<file path="src/rtl/cpu_types_pkg.sv">
// rtl/cpu_types_pkg.sv - shared CPU/memory types for the cache-control path
//
// Purpose: word and RAM handshake types used across the memory path, plus the
// memory arbiter's FSM state and request-kind enums.
// Ports: none (package).

package cpu_types_pkg;

  typedef logic [31:0] word_t;

  typedef enum logic [1:0] {
    FREE   = 2'd0,
    BUSY   = 2'd1,
    ACCESS = 2'd2,
    ERROR  = 2'd3
  } ramstate_t;

  typedef enum logic {
    IDLE = 1'b0,
    REQ  = 1'b1
  } memarb_state_t;

  // Encoding order doubles as intra-CPU priority: lower value wins.
  typedef enum logic [1:0] {
    KIND_DWEN = 2'd0,
    KIND_DREN = 2'd1,
    KIND_IREN = 2'd2
  } req_kind_t;

endpackage

</file>
<file path="src/rtl/memarb_pick.sv">
// rtl/memarb_pick.sv - round-robin winner and request-kind priority encoder
//
// Purpose: chooses which CPU and which access kind the arbiter serves next.
// Ports:
//   iren, dren, dwen : per-CPU request bits (bit 1 is CPU 1)
//   rr_ptr           : CPU that has priority this round
//   valid            : at least one request pending
//   cpu              : winning CPU
//   kind             : winning access kind (dWEN > dREN > iREN)

module memarb_pick
  import cpu_types_pkg::*;
(
  input  logic [1:0] iren,
  input  logic [1:0] dren,
  input  logic [1:0] dwen,
  input  logic       rr_ptr,
  output logic       valid,
  output logic       cpu,
  output req_kind_t  kind
);

  logic [1:0] any_req;

  assign any_req = iren | dren | dwen;

  always_comb begin
    valid = |any_req;
    // Favoured CPU wins if it asks at all; otherwise fall through to the other.
    cpu   = any_req[rr_ptr] ? rr_ptr : ~rr_ptr;
    if (dwen[cpu]) begin
      kind = KIND_DWEN;
    end else if (dren[cpu]) begin
      kind = KIND_DREN;
    end else begin
      kind = KIND_IREN;
    end
  end

endmodule

</file>
<file path="src/rtl/mem_arbiter.sv">
// rtl/mem_arbiter.sv - two-CPU round-robin arbiter for the single RAM port
//
// Purpose: serialises instruction fetches, data reads and data writes from up
// to two CPUs onto one RAM port, with per-cache wait/load handshakes.
// Optional snoop outputs are built when MEM_ARBITER_SNOOP_EN is defined;
// otherwise ccwait/ccinv/ccsnoopaddr are tied to 0.
// Ports:
//   CLK, RST                  : clock, synchronous active-high reset
//   iREN, dREN, dWEN          : per-CPU request bits
//   iaddr, daddr, dstore      : per-CPU address/data words (CPU n at word n)
//   ccwrite                   : per-CPU exclusive-write intent
//   iwait, dwait              : per-CPU waits, low only in the completion cycle
//   iload, dload              : per-CPU return data, 0 unless completing
//   ramREN, ramWEN            : RAM enables
//   ramaddr, ramstore         : registered RAM address / write data
//   ramload, ramstate         : RAM return data and handshake state
//   ccwait, ccinv, ccsnoopaddr: coherence snoop outputs

module mem_arbiter
  import cpu_types_pkg::*;
#(
  parameter int CPUS   = 2,
  parameter int WORD_W = $bits(word_t)
) (
  input  logic                   CLK,
  input  logic                   RST,
  input  logic [CPUS-1:0]        iREN,
  input  logic [CPUS-1:0]        dREN,
  input  logic [CPUS-1:0]        dWEN,
  input  logic [CPUS*WORD_W-1:0] iaddr,
  input  logic [CPUS*WORD_W-1:0] daddr,
  input  logic [CPUS*WORD_W-1:0] dstore,
  input  logic [CPUS-1:0]        ccwrite,
  output logic [CPUS-1:0]        iwait,
  output logic [CPUS-1:0]        dwait,
  output logic [CPUS*WORD_W-1:0] iload,
  output logic [CPUS*WORD_W-1:0] dload,
  output logic                   ramREN,
  output logic                   ramWEN,
  output logic [WORD_W-1:0]      ramaddr,
  output logic [WORD_W-1:0]      ramstore,
  input  logic [WORD_W-1:0]      ramload,
  input  logic [1:0]             ramstate,
  output logic [CPUS-1:0]        ccwait,
  output logic [CPUS-1:0]        ccinv,
  output logic [CPUS*WORD_W-1:0] ccsnoopaddr
);

  // Internal logic always works on two CPU slots; with CPUS=1 slot 1 is
  // tied idle on the way in and dropped on the way out.
  logic [1:0]          iren2, dren2, dwen2, ccwrite2;
  logic [2*WORD_W-1:0] iaddr2, daddr2, dstore2;
  logic [1:0]          iwait2, dwait2, ccwait2, ccinv2;
  logic [2*WORD_W-1:0] iload2, dload2, ccsnoop2;

  generate
    if (CPUS == 2) begin : g_two
      assign iren2    = iREN;
      assign dren2    = dREN;
      assign dwen2    = dWEN;
      assign ccwrite2 = ccwrite;
      assign iaddr2   = iaddr;
      assign daddr2   = daddr;
      assign dstore2  = dstore;
    end else begin : g_one
      assign iren2    = {1'b0, iREN[0]};
      assign dren2    = {1'b0, dREN[0]};
      assign dwen2    = {1'b0, dWEN[0]};
      assign ccwrite2 = {1'b0, ccwrite[0]};
      assign iaddr2   = {{WORD_W{1'b0}}, iaddr[WORD_W-1:0]};
      assign daddr2   = {{WORD_W{1'b0}}, daddr[WORD_W-1:0]};
      assign dstore2  = {{WORD_W{1'b0}}, dstore[WORD_W-1:0]};
    end
  endgenerate

  assign iwait       = iwait2[CPUS-1:0];
  assign dwait       = dwait2[CPUS-1:0];
  assign iload       = iload2[CPUS*WORD_W-1:0];
  assign dload       = dload2[CPUS*WORD_W-1:0];
  assign ccwait      = ccwait2[CPUS-1:0];
  assign ccinv       = ccinv2[CPUS-1:0];
  assign ccsnoopaddr = ccsnoop2[CPUS*WORD_W-1:0];

  function automatic logic [WORD_W-1:0] word_sel(input logic [2*WORD_W-1:0] v,
                                                 input logic sel);
    return sel ? v[2*WORD_W-1:WORD_W] : v[WORD_W-1:0];
  endfunction

  memarb_state_t       state, next_state;
  logic                rr_ptr;
  logic                win_cpu;
  req_kind_t           win_kind;
  logic [WORD_W-1:0]   ramaddr_q, ramstore_q;

  logic                pick_valid, pick_cpu;
  req_kind_t           pick_kind;
  logic                req_live, active, done;

  memarb_pick u_pick (
    .iren   (iren2),
    .dren   (dren2),
    .dwen   (dwen2),
    .rr_ptr (rr_ptr),
    .valid  (pick_valid),
    .cpu    (pick_cpu),
    .kind   (pick_kind)
  );

  // The granted request bit; if the requester lets go, the access aborts.
  always_comb begin
    case (win_kind)
      KIND_DWEN: req_live = dwen2[win_cpu];
      KIND_DREN: req_live = dren2[win_cpu];
      default:   req_live = iren2[win_cpu];
    endcase
  end

  // RST gates the combinational outputs so a reset cycle never completes.
  assign active = (state == REQ) && req_live && !RST;
  assign done   = active && (ramstate == ACCESS);

  assign ramaddr  = ramaddr_q;
  assign ramstore = ramstore_q;

  always_ff @(posedge CLK) begin
    if (RST) begin
      state      <= IDLE;
      rr_ptr     <= 1'b0;
      win_cpu    <= 1'b0;
      win_kind   <= KIND_DWEN;
      ramaddr_q  <= '0;
      ramstore_q <= '0;
    end else begin
      state <= next_state;
      if (state == IDLE && pick_valid) begin
        win_cpu    <= pick_cpu;
        win_kind   <= pick_kind;
        ramaddr_q  <= (pick_kind == KIND_IREN) ? word_sel(iaddr2, pick_cpu)
                                               : word_sel(daddr2, pick_cpu);
        ramstore_q <= word_sel(dstore2, pick_cpu);
      end
      if (done) begin
        rr_ptr <= ~win_cpu;
      end
    end
  end

  always_comb begin
    next_state = state;
    ramREN     = 1'b0;
    ramWEN     = 1'b0;
    iwait2     = '1;
    dwait2     = '1;
    iload2     = '0;
    dload2     = '0;
    case (state)
      IDLE: begin
        if (pick_valid) begin
          next_state = REQ;
        end
      end
      REQ: begin
        // ERROR/BUSY/FREE all hold in REQ with the enable still up.
        if (!req_live || ramstate == ACCESS) begin
          next_state = IDLE;
        end
        if (active) begin
          if (win_kind == KIND_DWEN) begin
            ramWEN = 1'b1;
          end else begin
            ramREN = 1'b1;
          end
        end
        if (done) begin
          if (win_kind == KIND_IREN) begin
            iwait2[win_cpu] = 1'b0;
            if (win_cpu) iload2[2*WORD_W-1:WORD_W] = ramload;
            else         iload2[WORD_W-1:0]        = ramload;
          end else begin
            dwait2[win_cpu] = 1'b0;
            if (win_kind == KIND_DREN) begin
              if (win_cpu) dload2[2*WORD_W-1:WORD_W] = ramload;
              else         dload2[WORD_W-1:0]        = ramload;
            end
          end
        end
      end
      default: next_state = IDLE;
    endcase
  end

`ifdef MEM_ARBITER_SNOOP_EN
  // Data accesses by one CPU snoop the other CPU's cache.
  always_comb begin
    ccwait2  = '0;
    ccinv2   = '0;
    ccsnoop2 = '0;
    if (active && win_kind != KIND_IREN) begin
      ccwait2[~win_cpu] = 1'b1;
      if (win_cpu) ccsnoop2[WORD_W-1:0]        = ramaddr_q;
      else         ccsnoop2[2*WORD_W-1:WORD_W] = ramaddr_q;
      if (done) begin
        ccinv2[~win_cpu] = ccwrite2[win_cpu] || (win_kind == KIND_DWEN);
      end
    end
  end
`else
  assign ccwait2  = '0;
  assign ccinv2   = '0;
  assign ccsnoop2 = '0;
  logic unused_ccwrite;
  assign unused_ccwrite = ^ccwrite2;
`endif

endmodule

</file>
<file path="config.mk">
export PLATFORM = sky130hd
export DESIGN_NAME = mem_arbiter
export DESIGN_NICKNAME = d
export VERILOG_FILES = /design/src/rtl/cpu_types_pkg.sv /design/src/rtl/memarb_pick.sv /design/src/rtl/mem_arbiter.sv
export SDC_FILE = /design/constraint.sdc
export NUM_CORES = 1
export LEC_CHECK = 0
export BUFFER_PORTS_ARGS = -buffer_cell sky130_fd_sc_hd__buf_2
export CAP_MARGIN = 20
export CORE_AREA = 3 3 195 197
export DETAILED_ROUTE_END_ITERATION = 16
export DIE_AREA = 0 0 198 200
export PLACE_DENSITY = 0.5
export SKIP_CTS_REPAIR_TIMING = 1
export SLEW_MARGIN = 0
export SYNTH_ARGS = -nofsm -noshare
export SYNTH_HDL_FRONTEND = slang
export SYNTH_SLANG_ARGS = --single-unit
</file>
<file path="constraint.sdc">
create_clock -name CLK -period 6.7 [get_ports CLK]
set_clock_uncertainty 0.15 [all_clocks]
set_input_delay 0.67 -clock CLK [delete_from_list [all_inputs] [get_ports CLK]]
set_output_delay 0.67 -clock CLK [all_outputs]
set_load 0.01 [all_outputs]
</file>
==> results_dict.tcl <==
set metrics [dict create \
    finalInstanceArea_um2 7760 \
    pin_count 502 \
    dieArea_um2 39600 \
    crit_chain "buf_2, buf_4, inv_1, nand3_1, a2111oi_4, buf_4, and2_1, buf_2" \
    die_h_um 200 \
    die_x_um 198 \
    synth.avg_cell_area_um2 9.17 \
    placement.io_buffers 431 \
    rsz0062_at_grt "false" \
    post-route-min-period_ns 3.53 \
    grt_pass1_wl_um 29100 \
    drt_iter0_markers 143 \
    p_per_area_nw_per_um2 172 \
    fin_crit_sh_pct 52.7 \
    synth_top_family_by_area "simple AND/OR/NAND/NOR gates" \
    met2_usage_pct 17.1 \
    vias 5570 \
    hp-start "ramaddr[26]" \
    place_inst 1432 \
    r2r-start "rr_ptr" \
    synth-seq-cells 69 \
    timing.rr.end "ramaddr[2]" \
    slew_violations 0 \
    numCtsBuffers 9 \
    final_nets 1211 \
    yosys.cell_types.count 47 \
    critPathLaunchType "primary input" \
    yosys.area_share.simple_pct 25.5 \
    placed_area_um2 7480 \
    layout-drive-gt1-share_pct 51.1 \
    use_met1_pct 10.6 \
    critPathBufInv 5 \
    synthXorXnorAreaFrac_pct 0 \
    grt_max_degree 69 \
    routed_wl_um 21400 \
    p_leak_nw 4.12 \
    final_common_cell "buf_2" \
    fmax_ghz 0.283 \
    relSlewSlack_pct 49.1 \
    whs_endpoint "ramaddr[26]" \
    syn_to_final_growth_pct 48.8 \
    slowest_delay_ns 0.43 \
    worstSetupPathType "primary input to primary output" \
    synth_mux_area_share_pct 14.5 \
    synth_area_um2 5220 \
    cts_num_sinks 69 \
    grt_usage_pct 9.72 \
    outcome "finished clean" \
    hold_class "flip-flop to flip-flop" \
    worst_ep_required_time_ns 5.88 \
    yosysWarnings 0 \
    tns_ns 0 \
    cp_slowest_cell "a2111oi_4" \
    clockRootBuffer "clkbuf_16" \
    worstPathArrival_ns 2.71 \
    yosys.area_share.adder_pct 0 \
    finalPower_mw 1.34 \
    crit_family "buffers and inverters" \
    critPathCaptureType "primary output" \
    grt_pass1_vias 5067 \
    r2r_setup_slack_ns 3.48 \
    holdPathStages 1 \
    most-common-layout-cells "buf_2, and2_1, nand2_1, dfxtp_1, conb_1" \
    hold_viol_final 0 \
    clk_pin_slew_ns 0.05 \
    use_met3_pct 3.31 \
    r2r_cells 5 \
    cp_max_fo 40 \
    antenna_found_initial 3 \
    start_util_pct 14.3 \
    vias_per_cell 3.84 \
    gp_congestion 0.717 \
    rows 70 \
    setup_violations 0 \
    clock_latency_ns 0.36 \
    cts_tree "built" \
    final_util_pct 21.3 \
    ant_nets 0 \
    core_um2 36400 \
    wl_per_cell_um 14.8 \
    dp_hpwl_um 17100 \
    grt_overflow 0 \
    clock_path_buffers 2 \
    yosysSeqAreaShare_pct 26.5 \
    worstSetupStartpoint "RST" \
    grt_busiest_layer "met2" \
    synth_cells 569 \
    drc 0 \
    synth_compound_area_share_pct 17.0 \
    dr.pass1.iters 4 \
    instances_no_fill 1449 \
    worst_slew_pin_slew_ns 0.764 \
    htreeDepth 3 \
    cap_violations 0 \
    peakVddDrop_v 0.000112 \
]
-- area by class of cell --
class	instances	area, µm²
Inverter	6	22.5
Antenna cell	1	2.50
Multi-Input combinational cell	448	3260
Clock buffer	9	225
Tap cell	468	586
Timing Repair Buffer	441	2230
Clock inverter	7	50.0
Fill cell	4120	28700
Sequential cell	69	1380
-- kinds of logic after synthesis --
| logic type | Yosys count |
|---|---|
| simple gates | 252 |
| buf+inv | 119 |
| compound gates | 94 |
| flops | 69 |
| mux | 34 |
| other cells | 1 |
-- flip-flops by register name (all words and copies together) (netlist names) --
signal	cells
ramstore	32
state	1
win_cpu	1
win_kind	2
rr_ptr	1
ramaddr	32
-- through the flow --
stage	hold WS (ns)	setup slack, ns
after global routing	0.337	2.99
after CTS	0.326	3.12
final	0.322	3.17
after global placement	0.307	3.13
after detailed placement	0.308	3.11
after floorplan	0.316	3.87
-- worst register-to-register path, stage by stage, from the launching register on --
cell     delay [ns]
dfxtp_1        0.54
or4b_4         0.54
o21ai_4        0.25
buf_4          0.72
mux4_1         0.73
a22o_1         0.20
-- synth_stat cells, drive strengths merged --
library cell  instances  area share [%]
a2111oi               4             2.1
a211o                 3            0.50
a211oi                3            0.43
a21o                  1            0.14
a21oi                 5            0.48
a221oi                2            0.34
a22o                 31             5.2
a22oi                 1            0.41
a2bb2oi               1            0.17
a311oi               32             5.5
a31oi                 1            0.12
and2                128              15
and3                  1            0.12
and4                  1            0.17
buf                  82              14
clkbuf               31             2.4
conb                  1           0.072
dfxtp                69              26
inv                   6            0.43
mux2                  3            0.65
mux4                 31              14
nand2                71             5.2
nand2b                1            0.12
nand3                 3            0.29
nor2                 37             2.7
nor2b                 2            0.24
nor3                  4            0.60
o211ai                1            0.14
o21a                  2            0.43
o21ai                 2            0.26
o21bai                2            0.29
o22ai                 1            0.12
o311ai                1            0.17
o31ai                 1            0.14
or2                   2            0.24
or4b                  2            0.53
-- where the power goes --
group	total (mW)	internal, mW	switching (mW)
clock	0.468	0.252	0.216
combinational	0.378	0.172	0.206
sequential	0.490	0.461	0.0285
-- worst max-delay path by stage --
stage / endpoint / slack [ns] / cells after the start
after floorplan: iload[23] / 3.87 / 5
after global placement: ramaddr[2] / 3.13 / 6
after detailed placement: ramaddr[2] / 3.11 / 6
after CTS: iload[35] / 3.12 / 8
after global routing: iload[10] / 2.99 / 8
final: iload[5] / 3.17 / 8
-- per-layer routing --
metal  share of wire [%]  wire length (µm)
met2                  51             10900
met1                  38              8120
met4                 2.6               558
met3                 8.7              1860
met5                   0                 0
Power figures use the tool's default switching activity.
